**src/rtl/elapsed_timer_if.sv**
```systemverilog
// Handshake bundle between a measurement controller and the elapsed timer.
// The controller requests start/stop and acknowledges results; the timer reports them.
interface elapsed_timer_if;
    logic        start;
    logic        stop;
    logic        ready;
    logic [10:0] elapsed_ms;
    logic        valid;
    logic        overflow;
    logic        busy;

    modport master (
        output start,
        output stop,
        output ready,
        input  elapsed_ms,
        input  valid,
        input  overflow,
        input  busy
    );

    modport slave (
        input  start,
        input  stop,
        input  ready,
        output elapsed_ms,
        output valid,
        output overflow,
        output busy
    );
endinterface

```
**src/rtl/elapsed_timer.sv**
```systemverilog
// Millisecond stopwatch: counts clock cycles into saturating milliseconds between
// start and stop, then holds the result until the consumer accepts it.
module elapsed_timer #(
    parameter int CYCLES_PER_MS = 25000,
    parameter int MAX_MS        = 2047
) (
    input  logic           clock,
    input  logic           reset_n,
    elapsed_timer_if.slave bus
);

    localparam int          CW       = (CYCLES_PER_MS > 1) ? $clog2(CYCLES_PER_MS) : 1;
    localparam logic [CW-1:0] CYC_LAST = CW'(CYCLES_PER_MS - 1);
    localparam logic [10:0] MS_MAX   = 11'(MAX_MS);

    typedef enum logic [1:0] {
        IDLE      = 2'b00,
        MEASURING = 2'b01,
        HOLD      = 2'b10
    } state_t;

    state_t        state_q, state_d;
    logic [CW-1:0] cyc_q, cyc_d;
    logic [10:0]   ms_q, ms_d;
    logic          sat_q, sat_d;
    logic [10:0]   elapsed_q, elapsed_d;
    logic          valid_q, valid_d;
    logic          overflow_q, overflow_d;
    logic          busy_q, busy_d;

    logic          tick;
    logic [CW-1:0] cycAdv;
    logic [10:0]   msAdv;
    logic          satAdv;

    // Counter advance for this edge; a stop on a tick edge must see the ticked value.
    always_comb begin
        tick   = (cyc_q == CYC_LAST);
        cycAdv = tick ? '0 : cyc_q + CW'(1);
        msAdv  = ms_q;
        satAdv = sat_q;
        if (tick) begin
            if (ms_q >= MS_MAX) begin
                msAdv  = MS_MAX;
                satAdv = 1'b1;
            end else begin
                msAdv = ms_q + 11'd1;
            end
        end
    end

    always_comb begin
        state_d    = state_q;
        cyc_d      = cyc_q;
        ms_d       = ms_q;
        sat_d      = sat_q;
        elapsed_d  = elapsed_q;
        valid_d    = valid_q;
        overflow_d = overflow_q;
        busy_d     = busy_q;

        unique case (state_q)
            IDLE: begin
                if (bus.start) begin
                    cyc_d   = '0;
                    ms_d    = '0;
                    sat_d   = 1'b0;
                    busy_d  = 1'b1;
                    state_d = MEASURING;
                end
            end
            MEASURING: begin
                if (bus.stop) begin
                    elapsed_d  = msAdv;
                    overflow_d = satAdv;
                    valid_d    = 1'b1;
                    busy_d     = 1'b0;
                    cyc_d      = cycAdv;
                    ms_d       = msAdv;
                    sat_d      = satAdv;
                    state_d    = HOLD;
                end else if (bus.start) begin
                    cyc_d = '0;
                    ms_d  = '0;
                    sat_d = 1'b0;
                end else begin
                    cyc_d = cycAdv;
                    ms_d  = msAdv;
                    sat_d = satAdv;
                end
            end
            HOLD: begin
                if (bus.ready) begin
                    valid_d = 1'b0;
                    state_d = IDLE;
                end
            end
            default: begin
                valid_d = 1'b0;
                busy_d  = 1'b0;
                state_d = IDLE;
            end
        endcase
    end

    always_ff @(posedge clock or negedge reset_n) begin
        if (!reset_n) begin
            state_q    <= IDLE;
            cyc_q      <= '0;
            ms_q       <= '0;
            sat_q      <= 1'b0;
            elapsed_q  <= '0;
            valid_q    <= 1'b0;
            overflow_q <= 1'b0;
            busy_q     <= 1'b0;
        end else begin
            state_q    <= state_d;
            cyc_q      <= cyc_d;
            ms_q       <= ms_d;
            sat_q      <= sat_d;
            elapsed_q  <= elapsed_d;
            valid_q    <= valid_d;
            overflow_q <= overflow_d;
            busy_q     <= busy_d;
        end
    end

    assign bus.elapsed_ms = elapsed_q;
    assign bus.valid      = valid_q;
    assign bus.overflow   = overflow_q;
    assign bus.busy       = busy_q;

endmodule

```
**src/flat_wrapper.sv**
```systemverilog
// flat-port wrapper written by rule: the top's interface ports become plain ports
module elapsed_timer_flat 
#(
    parameter int CYCLES_PER_MS = 25000,
    parameter int MAX_MS        = 2047
)
  (clock, reset_n, bus_start, bus_stop, bus_ready, bus_elapsed_ms, bus_valid, bus_overflow, bus_busy);
  elapsed_timer_if bus_i ();
  input  logic clock;
  input  logic reset_n;
  input wire logic [$bits(bus_i.start)-1:0] bus_start;
  input wire logic [$bits(bus_i.stop)-1:0] bus_stop;
  input wire logic [$bits(bus_i.ready)-1:0] bus_ready;
  output wire logic [$bits(bus_i.elapsed_ms)-1:0] bus_elapsed_ms;
  output wire logic [$bits(bus_i.valid)-1:0] bus_valid;
  output wire logic [$bits(bus_i.overflow)-1:0] bus_overflow;
  output wire logic [$bits(bus_i.busy)-1:0] bus_busy;
  assign bus_i.start = bus_start;
  assign bus_i.stop = bus_stop;
  assign bus_i.ready = bus_ready;
  assign bus_elapsed_ms = bus_i.elapsed_ms;
  assign bus_valid = bus_i.valid;
  assign bus_overflow = bus_i.overflow;
  assign bus_busy = bus_i.busy;
  elapsed_timer #(.CYCLES_PER_MS(CYCLES_PER_MS), .MAX_MS(MAX_MS)) u_core (.clock(clock), .reset_n(reset_n), .bus(bus_i));
endmodule
```
**config.mk**
```make
export PLATFORM = sky130hd
export DESIGN_NAME = elapsed_timer_flat
export DESIGN_NICKNAME = d
export VERILOG_FILES = /design/src/rtl/elapsed_timer_if.sv /design/src/rtl/elapsed_timer.sv /design/src/flat_wrapper.sv
export SDC_FILE = /design/constraint.sdc
export NUM_CORES = 1
export LEC_CHECK = 0
export CAP_MARGIN = 20
export CORE_ASPECT_RATIO = 1.5
export CORE_MARGIN = 2
export CORE_UTILIZATION = 57
export DETAILED_ROUTE_END_ITERATION = 16
export GPL_TIMING_DRIVEN = 1
export HOLD_SLACK_MARGIN = 0.08
export MAX_ROUTING_LAYER = met4
export PLACE_DENSITY = 0.82
export SETUP_SLACK_MARGIN = 0.4
export SYNTH_ARGS = -nofsm -noshare
export SYNTH_HDL_FRONTEND = slang
export SYNTH_SLANG_ARGS = --single-unit
export TNS_END_PERCENT = 30
```
**constraint.sdc**
```tcl
create_clock -name clock -period 2.55 [get_ports clock]
set_clock_uncertainty 0.05 [all_clocks]
set_input_delay 0.6375 -clock clock [delete_from_list [all_inputs] [get_ports clock]]
set_output_delay 0.6375 -clock clock [all_outputs]
set_load 0.02 [all_outputs]
```
Word level (Yosys, flattened, before mapping)
Index checks and enable logic that the tools add are counted.

Add/subtract/negate cells: 2. Order comparisons: 1. Eq/ne operators: 6. Muxes and demuxes: 27. Bitwise gates (word level): 2. Reduce and logical (&&, ||, !) cells: 7.

Operators by type and width (count): $mux W15 (4); $mux W11 (5); $pmux W15 S2 (1); $pmux W11 S2 (1); $add A15 B1 Y15 const B (1); $eq A15 B15 Y1 const B (1); $add A11 B1 Y11 const B (1); $ge A11 B11 Y1 const B (1); $mux W1 (9); $reduce_and A3 Y1 (3); $mux W2 (3); $ne A2 B2 Y1 const B (3); $pmux W1 S3 (2); $pmux W2 S3 (1); $reduce_and A2 Y1 (2); $eq A2 B1 Y1 const B (1); $eq A2 B2 Y1 const B (1); $logic_not A2 Y1 (1); $not A1 Y1 (2); $pmux W1 S2 (1); $reduce_bool A2 Y1 (1).

Flip-flop bits (word level): 43. Bits of input ports: 5. Output and inout bits: 14. Logic and storage cells: 53.

Logic depth before layout (Yosys ltp)
Gate-level depths: netlist (run 1).

Depth in word-level cells: 6. Depth in mapped cells: 7. Gate-level depth less buffers: 6.

Least setup slack after synthesis (run 1)
Ideal clock, no wire load.

Kind: flip-flop to flip-flop. Start: register u_core.cyc_q[0]. End: register u_core.ms_q[3]. Library setup time: 0.132 ns. Arrival time: 1.927 ns. Required time: 2.368 ns. Path slack: 0.441 ns. Cell stages (with the launch flop): 8. Path buffers: 1. Clock period less this slack: 2.109 ns. Cell sequence: dfrtp_1 > ha_1 > or4bb_1 > nor4_4 > buf_6 > a31oi_1 > o21ai_1 > o21ai_1.

Longest elaborated chain between the ends: 5.

Ends and longest elaborated chain: from (decl) (RTL line elapsed_timer.sv:23) `logic [CW-1:0] cyc_q, cyc_d;`; from (signal assigned) (RTL line elapsed_timer.sv:118) `cyc_q <= cyc_d;`; $eq A15 B15 Y1 * (RTL line elapsed_timer.sv:38) `tick = (cyc_q == CYC_LAST);`; $mux W11 * (RTL line elapsed_timer.sv:42) `if (tick) begin`; $mux W11 (RTL line elapsed_timer.sv:82) `end else if (bus.start) begin`; $mux W11 * (RTL line elapsed_timer.sv:73) `if (bus.stop) begin`; $pmux W11 S2 * (RTL line elapsed_timer.sv:62) `unique case (state_q)`; to (signal assigned) (RTL line elapsed_timer.sv:119) `ms_q <= ms_d;`; to (decl) (RTL line elapsed_timer.sv:24) `logic [10:0] ms_q, ms_d;`.

Mark *: on every way between the ends. The rest lies on a longest branch, timed or not. A chain may end at the register's enable or synchronous reset.

Final worst setup path (run 1)
Start: register u_core.cyc_q[1]. End: register u_core.elapsed_q[4] (netlist: u_core.bus.elapsed_ms[4]).

Longest elaborated chain between the ends: 2.

Ends and longest elaborated chain: $eq A15 B15 Y1 (RTL line elapsed_timer.sv:38); $mux W11 (RTL line elapsed_timer.sv:42); to (signal assigned) (RTL line elapsed_timer.sv:121) `elapsed_q <= elapsed_d;`; to (decl) (RTL line elapsed_timer.sv:26) `logic [10:0] elapsed_q, elapsed_d;`.

No other way between the ends.

==> flow_metrics.env, run 1 <==
export IMPL_nNetsFinal=293
export IMPL_worst_path_largest_cell_delay_ns=0.56
export IMPL_hpwl_mm=3.555
export IMPL_power_density_mw_per_mm2=847.9
export IMPL_grt_ovfl_total=0
export IMPL_clk_latency_ns=0.30
export IMPL_io_pins=19
export IMPL_htreeDepth=2
export IMPL_power_frac_clock=0.183
export IMPL_critPathSlowestCell="or4bb_4"
export IMPL_num_antenna_cells=0
export IMPL_maxSlewViolCount=0
export IMPL_initial_utilization=0.5906
export IMPL_remaining_drc_errors=0
export IMPL_dr_pass1_iters=4
export IMPL_status="finished clean"
export IMPL_max_slew_margin=0.6298
export IMPL_path_cells="ha_4, or4bb_4, nor4_4, buf_6, nand4_2, xnor2_1, o22a_1"
export IMPL_clock_sinks=43
export IMPL_worstPathArrival_ns=2.29
export IMPL_cts_root_buf="clkbuf_8"
export IMPL_clkTransAtPathRegs_ns=0.09
export IMPL_fmax_mhz=467.3
export IMPL_cts_max_path_buffers=2
export IMPL_synth_area_mm2=0.002317
export IMPL_numPortBuffers=18
export IMPL_critPathMaxFanout=7
export IMPL_grt_pass1_vias=1883
export IMPL_ant_nets=0
export IMPL_period_minus_slack_ns=2.140
export IMPL_required_ns=2.70
export IMPL_dieArea_mm2=0.004602
export IMPL_wl_met3_um=159
export IMPL_hold_viol_final=0
export IMPL_p_comb_frac=0.423
export IMPL_syn_to_final_growth_pct=17.82
export IMPL_place_gp_congestion=0.9373
export IMPL_ys_ff_latch=43
export IMPL_wl_met1_mm=2.286
export IMPL_antenna_found_initial=0
export IMPL_power_switching_uw=885.0
export IMPL_vias=2074
export IMPL_synth_cell_types=49
export IMPL_ir_worst_vdd_uv=834.4
export IMPL_numCtsBuffers=5
export IMPL_grt_pass1_wl_mm=8.652
export IMPL_row_count=28
export IMPL_grt_max_degree=44
export IMPL_drive_gt1_frac=0.1324
export IMPL_timing_rr_start="u_core.cyc_q[1]"
export IMPL_die_h_um=82.09
export IMPL_cap_violations=0
export IMPL_routed_wirelength_mm=5.341
export IMPL_synth_nets=266
export IMPL_startpoint_type="register"
export IMPL_setup_viol=0
export IMPL_wl_met2_mm=2.768
export IMPL_grtUsageTotal=0.2483
export IMPL_first_iter_violations=91
export IMPL_p_sw_frac=0.3823
export IMPL_worstSetupPathType="register to register"
export IMPL_core_area_mm2=0.003924
export IMPL_internal_power_mw=1.430
export IMPL_tns_ns=0
export IMPL_die_w_um=56.06
export IMPL_design_power_total_mw=2.315
export IMPL_tightestPinTransition_ns=0.5553
export IMPL_syn_inst=259
export IMPL_routedWlPerCell_um=16.09
export IMPL_cp_startpoint="u_core.cyc_q[1]"
export IMPL_grt_setup_unrepaired="true"
export IMPL_ys_flop_type="dfrtp_1"
export IMPL_top_layer="met4"
export IMPL_synth_edf_count=0
export IMPL_syn_area_per_cell_um2=8.947
export IMPL_synth_seq_area_share=0.4644
export IMPL_yosysWarnings=0
export IMPL_p_seq_frac=0.394
export IMPL_cts_tree="done"
export IMPL_p_leak_nw=1.104
export IMPL_async_reset_ff_frac=1.000
export IMPL_post_route_period_util=0.8391
export IMPL_min_path_type="primary input to asynchronous set/reset pin"
export IMPL_cp_end_kind="register"
export IMPL_vias_per_cell=6.247
==> flip-flops by register name (all words and copies together) (netlist names) <==
name and flops:
u_core.bus.busy 1, u_core.bus.elapsed_ms 11, u_core.bus.overflow 1, u_core.bus.valid 1
u_core.cyc_q 15, u_core.ms_q 11, u_core.sat_q 1, u_core.state_q 2
==> area by class of cell <==
cell class	instances	area [um2]
fillers	302	1194
multi-input cells	193	1184
flip-flops and latches	43	1076
repair buffers	33	292.8
clock buffers	5	68.82
well taps	45	56.30
inverters	10	37.54
clock inverters	3	15.01
==> power by group through the flow <==
stage	logic [mW]	clock network [mW]	registers [mW]
floorplan	0.431	0	1.03
global placement	0.915	0	0.917
detailed placement	0.927	0	0.922
CTS	0.955	0.435	0.912
global route	1.07	0.457	0.932
finish	0.979	0.424	0.911
==> per-layer routing <==
metal / track usage / vias up
met2: 0.4200 / 52
li1: - / 1007
met5: - / -
met4: 0.1214 / 0
met3: 0.03894 / 14
met1: 0.2907 / 1001
==> final timing paths <==
| check | endpoint | slack [ns] | depth (start not counted) |
|---|---|---|---|
| max in group asynchronous | u_core.cyc_q[5] | 1.71 | 2 |
| setup / recovery | u_core.bus.elapsed_ms[4] | 0.41 | 7 |
| hold / removal | u_core.ms_q[0] | 0.35 | 2 |
| min in group clock | u_core.bus.elapsed_ms[8] | 0.43 | 2 |
| setup reg to reg | u_core.bus.elapsed_ms[4] | 0.41 | 7 |
| hold reg to reg | u_core.bus.elapsed_ms[8] | 0.43 | 2 |
==> logic make-up after synthesis <==
| logic type | share of synthesized area |
|---|---|
| XOR/XNOR | 0.02646 |
| multiplexers | 0.004320 |
| flip-flops | 0.4644 |
| adder cells (fa/ha/maj) | 0.01080 |
| buffers and inverters | 0.04104 |
| AO/OA/AOI/OAI | 0.2322 |
| AND/OR/NAND/NOR | 0.2208 |
==> stage by stage <==
stage	area (um2)	setup slack, ns	hold slack [ns]	util	cells
detailed placement	2574	0.2553	0.4158	0.6559	320
CTS	2694	0.4268	0.3691	0.6865	329
global placement	2574	0.3088	0.4136	0.6559	320
finish	2730	0.4102	0.3473	0.6958	332
floorplan	2317	0.4410	0.2919	-	259
global route	2730	0.3159	0.4020	0.6958	332
==> worst max-delay path, delay by kind of cell, from the launching register on <==
kind / cells / cell delay, ns
buf+inv: 1 / 0.18
simple gates: 3 / 0.90
fa+ha+maj: 1 / 0.18
xor+xnor: 1 / 0.15
compound gates: 1 / 0.15
flops: 1 / 0.43
==> what timing repair did <==
action / in CTS / in global routing
endpoints found under the setup margin: 20 / 19
setup buffers: 1 / 2
resized for setup: 6 / 6
pin swaps: 0 / 1
cloned: 0 / 1
hold buffers: 0 / 0
==> synth_stat cells, types with 2 or more instances <==
| cell type | count | area, um2 |
|---|---|---|
| xor2_1 | 3 | 26.28 |
| and4_1 | 2 | 17.52 |
| dfrtp_1 | 43 | 1076 |
| a22o_1 | 4 | 35.03 |
| or3_1 | 4 | 25.02 |
| inv_1 | 10 | 37.54 |
| o21ai_0 | 32 | 160.2 |
| a21oi_1 | 19 | 95.09 |
| clkbuf_1 | 10 | 37.54 |
| o21a_1 | 2 | 15.01 |
| nand4_1 | 2 | 12.51 |
| a31oi_1 | 6 | 37.54 |
| and2_1 | 3 | 18.77 |
| nor3_1 | 8 | 40.04 |
| and3_1 | 3 | 18.77 |
| o32a_1 | 2 | 20.02 |
| o22a_1 | 4 | 35.03 |
| o21ai_1 | 9 | 45.04 |
| nand2_1 | 25 | 93.84 |
| a41oi_1 | 2 | 17.52 |
| o31ai_1 | 2 | 15.01 |
| a21o_1 | 2 | 15.01 |
| nor4_1 | 4 | 25.02 |
| nand3_1 | 14 | 70.07 |
| ha_1 | 2 | 25.02 |
| a211oi_1 | 2 | 15.01 |
| xnor2_1 | 4 | 35.03 |
| nor2_1 | 15 | 56.30 |
==> layout by cell type, fill, tap and decap left out, types with 4 or more instances in the layout <==
cell type,n
nor3_1,8
a21oi_1,19
a31oi_1,6
dfrtp_1,43
a22o_1,4
nor2_1,15
nand2_1,24
xnor2_1,4
o21ai_1,9
buf_4,12
nand3_1,14
clkbuf_8,5
o22a_1,4
inv_1,10
o21ai_0,30
clkdlybuf4s50_1,17
Power figures use the tool's default switching activity.
==> run 2, diff against run 1 <==
==> constraint.sdc (replaced) <==
create_clock -name clock -period 2 [get_ports clock]
set_clock_uncertainty 0.05 [all_clocks]
set_input_delay 0.5 -clock clock [delete_from_list [all_inputs] [get_ports clock]]
set_output_delay 0.5 -clock clock [all_outputs]
set_load 0.02 [all_outputs]
==> run 2 against run 1 <==
The run now ends with negative setup slack left. Clock power is 28% higher. Sequential cell count unchanged. Total power grew 36%. Via count rose by 17%. Largest power group unchanged. Critical endpoint is now u_core.cyc_q[12]. Sequential share of layout area decreased by 6.0 points. Final area grew 18%. First-iteration DRC count is 76% higher. Combinational power grew 50%. Highest routed layer unchanged. Clock-buffer cell count up 2.
==> flow_metrics.env, run 2 (synthesis gave the netlist of run 1 again) <==
export IMPL_status="finished, violations left"
export IMPL_violations="negative setup slack"
export IMPL_max_slew_margin=0.6565
export IMPL_design_power_total_mw=3.156
export IMPL_dr_pass1_iters=4
export IMPL_cts_tree="done"
export IMPL_period_minus_slack_ns=2.119
export IMPL_hold_viol_final=0
export IMPL_tightestPinTransition_ns=0.5152
export IMPL_grt_setup_unrepaired="true"
export IMPL_min_path_type="primary input to asynchronous set/reset pin"
export IMPL_final_cell_mix="buf_4, dfrtp_1, o21ai_1"
export IMPL_row_count=28
export IMPL_p_leak_nw=1.389
export IMPL_remaining_drc_errors=0
export IMPL_place_ws_ns=-0.1035
export IMPL_initial_utilization=0.5906
export IMPL_vias_per_cell=6.535
export IMPL_num_antenna_cells=0
export IMPL_grt_max_degree=24
export IMPL_internal_power_mw=1.885
export IMPL_die_w_um=56.06
export IMPL_layout_commonest_cell="buf_4"
export IMPL_drive_gt1_frac=0.3150
export IMPL_largest_register_ffs=15
export IMPL_vias=2431
export IMPL_startpoint_type="register"
export IMPL_io_pins=19
export IMPL_numCtsBuffers=5
export IMPL_worstPathArrival_ns=2.25
export IMPL_grt_ovfl_total=0
export IMPL_grt_pass1_wl_mm=10.33
export IMPL_first_iter_violations=160
export IMPL_hpwl_mm=4.284
export IMPL_p_comb_frac=0.465
export IMPL_cp_end_kind="register"
export IMPL_regMostFlops="u_core.cyc_q"
export IMPL_fin_util=0.8202
export IMPL_hold_buffers=0
export IMPL_instances_no_fill=372
export IMPL_nNetsFinal=333
export IMPL_cap_violations=0
export IMPL_required_ns=2.13
export IMPL_maxSlewViolCount=0
export IMPL_die_h_um=82.09
export IMPL_power_switching_mw=1.271
export IMPL_ir_worst_vdd_uv=1053
export IMPL_core_area_mm2=0.003924
export IMPL_antenna_found_initial=0
export IMPL_path_cells="or4b_4, nor4_4, buf_4, buf_6, nor3_1, o21ai_1, o21ai_1"
export IMPL_worst_path_largest_cell_delay_ns=0.58
export IMPL_power_density_mw_per_mm2=980.7
export IMPL_grt_pass1_vias=2221
export IMPL_dieArea_mm2=0.004602
export IMPL_worst_r2r_cell_count=7
export IMPL_cts_root_buf="clkbuf_8"
export IMPL_fmax_mhz=472.0
export IMPL_post_route_period_util=1.059
export IMPL_critPathSlowestCell="or4b_4"
export IMPL_p_sw_frac=0.4028
export IMPL_htreeDepth=2
export IMPL_dp_cells=355
export IMPL_syn_to_final_growth_pct=38.88
export IMPL_clk_latency_ns=0.30
export IMPL_cts_max_path_buffers=2
export IMPL_ant_nets=0
export IMPL_power_frac_clock=0.172
export IMPL_clkTransAtPathRegs_ns=0.08
export IMPL_setup_viol=16
export IMPL_grtUsageTotal=0.2963
export IMPL_fill_cells=243
export IMPL_worst_slack_ns=-0.1187
export IMPL_place_gp_congestion=0.9165
export IMPL_clock_sinks=43
export IMPL_path_common_cell="o21ai_1"
export IMPL_p_seq_frac=0.363
export IMPL_numPortBuffers=18
export IMPL_routedWlPerCell_um=19.46
export IMPL_critPathMaxFanout=7
export IMPL_routed_wirelength_mm=7.240
export IMPL_worstSetupPathType="register to register"
[run 2: cell types whose count changed in the layout (fill, tap and decap cells not counted), moves of 3 or more]
cell,change
clkdlybuf4s50_1,-14
nor3_1,-4
o21ai_1,+16
buf_6,+7
a21oi_1,-4
nor4_2,+3
a21oi_2,+4
nor4_1,-3
buf_4,+32
o21ai_0,-21
nor3_2,+3
o21ai_2,+4
dlygate4sd2_1,+13
[run 2: layout make-up]
| type | instances | area (um2) | share of cell area |
|---|---|---|---|
| clock buffer | 7 | 76.32 | 0.02372 |
| clock inverter | 1 | 5.005 | 0.001555 |
| inverter | 10 | 37.54 | 0.01166 |
| multi-input combinational | 194 | 1356 | 0.4215 |
| sequential | 43 | 1076 | 0.3344 |
| tap | 45 | 56.30 | 0.01750 |
| timing repair buffer | 72 | 610.6 | 0.1897 |
[run 2: path summary, 6_finish.rpt]
check,slack [ns],startpoint,endpoint
max,-0.12,u_core.cyc_q[11],u_core.cyc_q[12]
min,0.12,reset_n,u_core.cyc_q[4]
max reg2reg,-0.12,u_core.cyc_q[11],u_core.cyc_q[12]
min reg2reg,0.45,u_core.bus.elapsed_ms[5],u_core.bus.elapsed_ms[5]
max in group asynchronous,1.30,reset_n,u_core.ms_q[0]
min in group clock,0.45,u_core.bus.elapsed_ms[5],u_core.bus.elapsed_ms[5]
[run 2: power groups by stage]
stage	clock [mW]	sequential (mW)	combinational, mW
after floorplan	0	1.32	0.570
after global placement	0	1.15	1.31
after detailed placement	0	1.16	1.33
after CTS	0.545	1.13	1.33
after global routing	0.573	1.17	1.57
final	0.542	1.15	1.47
[run 2: per-layer routing]
layer	track usage	vias to the layer above	share of wire
met1	0.3283	1186	0.37
met4	0.1190	0	0.055
li1	-	1091	-
met2	0.5400	113	0.52
met5	-	-	0
met3	0.04050	41	0.048
[run 2: worst max-delay path: cells and delay by family (launching register included)]
kind | cells | cell delay [ns]
buffers and inverters | 2 | 0.33
and+or+nand+nor | 3 | 0.92
AOI/OAI and AO/OA | 2 | 0.31
DFF | 1 | 0.41
[run 2: metrics by stage]
step	area [um2]	setup TNS, ns	hold slack, ns
finish	3218	-0.5257	0.1175
global route	3218	-2.520	0.1584
CTS	3073	-0.5973	0.1278
detailed placement	2855	-1.346	0.4369
global placement	2855	-0.6384	0.4156
floorplan	2330	-0.9643	0.1544
[run 2: timing repair]
| action | 4_1_cts | 5_1_grt |
|---|---|---|
| resized for setup | 51 | 28 |
| endpoints found under the setup margin | 53 | 40 |
| setup buffers | 4 | 4 |
| cloned | 0 | 1 |
| pin swaps | 20 | 19 |
==> run 3, diff against run 2 <==
--- a/config.mk
+++ b/config.mk
@@ -9,8 +9,10 @@
 export CORE_ASPECT_RATIO = 1.5
 export CORE_MARGIN = 2
 export CORE_UTILIZATION = 57
+export CTS_CLUSTER_DIAMETER = 120
+export CTS_CLUSTER_SIZE = 12
 export DETAILED_ROUTE_END_ITERATION = 16
-export GPL_TIMING_DRIVEN = 1
+export GPL_TIMING_DRIVEN = 0
 export HOLD_SLACK_MARGIN = 0.08
 export MAX_ROUTING_LAYER = met4
 export PLACE_DENSITY = 0.82
==> run 3 against run 2 <==
The run still ends with negative setup slack left. Sequential share of layout area up 0.66 points. Sequential power about the same. Cell count down 4.8%. Setup slack worse by 0.12 ns. First-iteration DRC count up 55%. Worst hold slack better by 0.00053 ns. Wire length down 2.1%. Combinational power about the same. Critical path depth unchanged. Fmax down 5.5%. Sequential cell count unchanged. Critical endpoint is now u_core.cyc_q[8]. Largest cell class unchanged. Largest power group unchanged.
==> flow_metrics.env, run 3 (synthesis gave the netlist of run 1 again) <==
export IMPL_post_route_period_util=1.121
export IMPL_grt_setup_unrepaired="true"
export IMPL_cp_end_kind="register"
export IMPL_grt_max_degree=23
export IMPL_timing_rr_start="u_core.cyc_q[9]"
export IMPL_power_frac_clock=0.216
export IMPL_regMostFlops="u_core.cyc_q"
export IMPL_violations="negative setup slack"
export IMPL_io_pins=19
export IMPL_period_minus_slack_ns=2.242
export IMPL_internal_power_mw=2.019
export IMPL_syn_to_final_growth_pct=37.15
export IMPL_grtUsageTotal=0.2811
export IMPL_worstSetupPathType="register to register"
export IMPL_grt_ovfl_total=0
export IMPL_grt_pass1_wl_mm=9.853
export IMPL_final_cell_mix="dfrtp_1, nand2_1, buf_4"
export IMPL_instances_no_fill=354
export IMPL_cp_startpoint="u_core.cyc_q[9]"
export IMPL_max_slew_margin=0.5936
export IMPL_dp_cells=322
export IMPL_required_ns=2.13
export IMPL_hold_viol_final=0
export IMPL_min_path_type="primary input to asynchronous set/reset pin"
export IMPL_fmax_mhz=446.0
export IMPL_routed_wirelength_mm=7.088
export IMPL_p_leak_nw=1.328
export IMPL_initial_utilization=0.5906
export IMPL_worstPathArrival_ns=2.37
export IMPL_remaining_drc_errors=0
export IMPL_core_area_mm2=0.003924
export IMPL_htreeDepth=2
export IMPL_startpoint_type="register"
export IMPL_layout_commonest_cell="dfrtp_1"
export IMPL_clkTransAtPathRegs_ns=0.09
export IMPL_p_seq_frac=0.350
export IMPL_tightestPinTransition_ns=0.6097
export IMPL_worst_r2r_cell_count=7
export IMPL_cts_max_path_buffers=2
export IMPL_worst_slack_ns=-0.2423
export IMPL_nNetsFinal=315
export IMPL_largest_register_ffs=15
export IMPL_p_sw_frac=0.3935
export IMPL_routedWlPerCell_um=20.02
export IMPL_clock_sinks=43
export IMPL_numPortBuffers=17
export IMPL_first_iter_violations=248
export IMPL_numCtsBuffers=5
export IMPL_cts_tree="done"
export IMPL_drive_gt1_frac=0.2913
export IMPL_place_gp_congestion=0.9183
export IMPL_hpwl_mm=3.894
export IMPL_vias=2411
export IMPL_design_power_total_mw=3.329
export IMPL_setup_viol=26
export IMPL_status="finished, violations left"
export IMPL_ir_worst_vdd_uv=1038
export IMPL_critPathMaxFanout=7
export IMPL_num_antenna_cells=0
export IMPL_die_w_um=56.06
export IMPL_p_comb_frac=0.433
export IMPL_power_switching_mw=1.310
export IMPL_cap_violations=0
export IMPL_die_h_um=82.09
export IMPL_cts_root_buf="clkbuf_8"
export IMPL_clk_latency_ns=0.30
export IMPL_vias_per_cell=6.811
export IMPL_antenna_found_initial=0
export IMPL_power_density_mw_per_mm2=1048
export IMPL_maxSlewViolCount=0
export IMPL_row_count=28
export IMPL_grt_pass1_vias=2132
export IMPL_dieArea_mm2=0.004602
export IMPL_dr_pass1_iters=7
export IMPL_ant_nets=0
[run 3: worst paths after layout]
path	to	slack [ns]
worst max-delay path	u_core.cyc_q[8]	-0.24
worst min register to register	u_core.bus.elapsed_ms[8]	0.43
max in group asynchronous	u_core.ms_q[5]	1.28
worst min-delay path	u_core.cyc_q[0]	0.12
min in group clock	u_core.bus.elapsed_ms[8]	0.43
worst max register to register	u_core.cyc_q[8]	-0.24
[run 3: what timing repair did]
action                                  4_1_cts  5_1_grt
setup buffers                                17        5
endpoints found under the setup margin       54       40
pin swaps                                    12       21
gates resized for setup                      52       46
hold buffers                                  0        0
cloned                                        1        1
[run 3: metal layers]
metal  vias to the layer above  GRT usage  share of wire
li1                       1052          -              -
met1                      1173     0.3189           0.38
met2                       150     0.4847           0.50
met3                        36    0.04829          0.069
met4                         0     0.1357          0.043
met5                         -          -              0
[run 3: power by group through the flow]
stage | Sequential (mW) | Combinational, mW | Clock [mW]
global route | 1.19 | 1.53 | 0.749
CTS | 1.16 | 1.30 | 0.714
finish | 1.17 | 1.44 | 0.720
global placement | 1.17 | 1.16 | 0
detailed placement | 1.17 | 1.19 | 0
floorplan | 1.32 | 0.570 | 0
[run 3: per-stage QoR]
| stage | setup slack [ns] | utilization | hold slack, ns | setup TNS, ns | area, um2 |
|---|---|---|---|---|---|
| 3_3_place_gp | -0.7729 | 0.6515 | 0.4126 | -49.87 | 2556 |
| 6_report | -0.2423 | 0.8099 | 0.1180 | -2.238 | 3178 |
| 5_1_grt | -0.2587 | 0.8099 | 0.1715 | -4.469 | 3178 |
| 4_1_cts | -0.05649 | 0.7554 | 0.1481 | -0.6481 | 2964 |
| 3_5_place_dp | -0.7359 | 0.6572 | 0.4229 | -17.60 | 2579 |
| 2_1_floorplan | -0.09489 | - | 0.1544 | -0.9643 | 2330 |
[run 3: area by class of cell]
cell class / count / area [um2]
Buffer: 13 / 93.84
Clock buffer: 6 / 82.58
Clock inverter: 2 / 35.03
Fill cell: 231 / 745.7
Inverter: 10 / 37.54
Multi-Input combinational cell: 193 / 1413
Sequential cell: 43 / 1084
Tap cell: 45 / 56.30
Timing Repair Buffer: 42 / 376.6
[run 3: critical path, cell delays in order (launching register included)]
cell	delay [ns]
dfrtp_2	0.47
or4b_4	0.56
nor4_4	0.28
buf_6	0.20
buf_4	0.14
a211oi_1	0.06
o21ai_1	0.23
o21ai_1	0.13
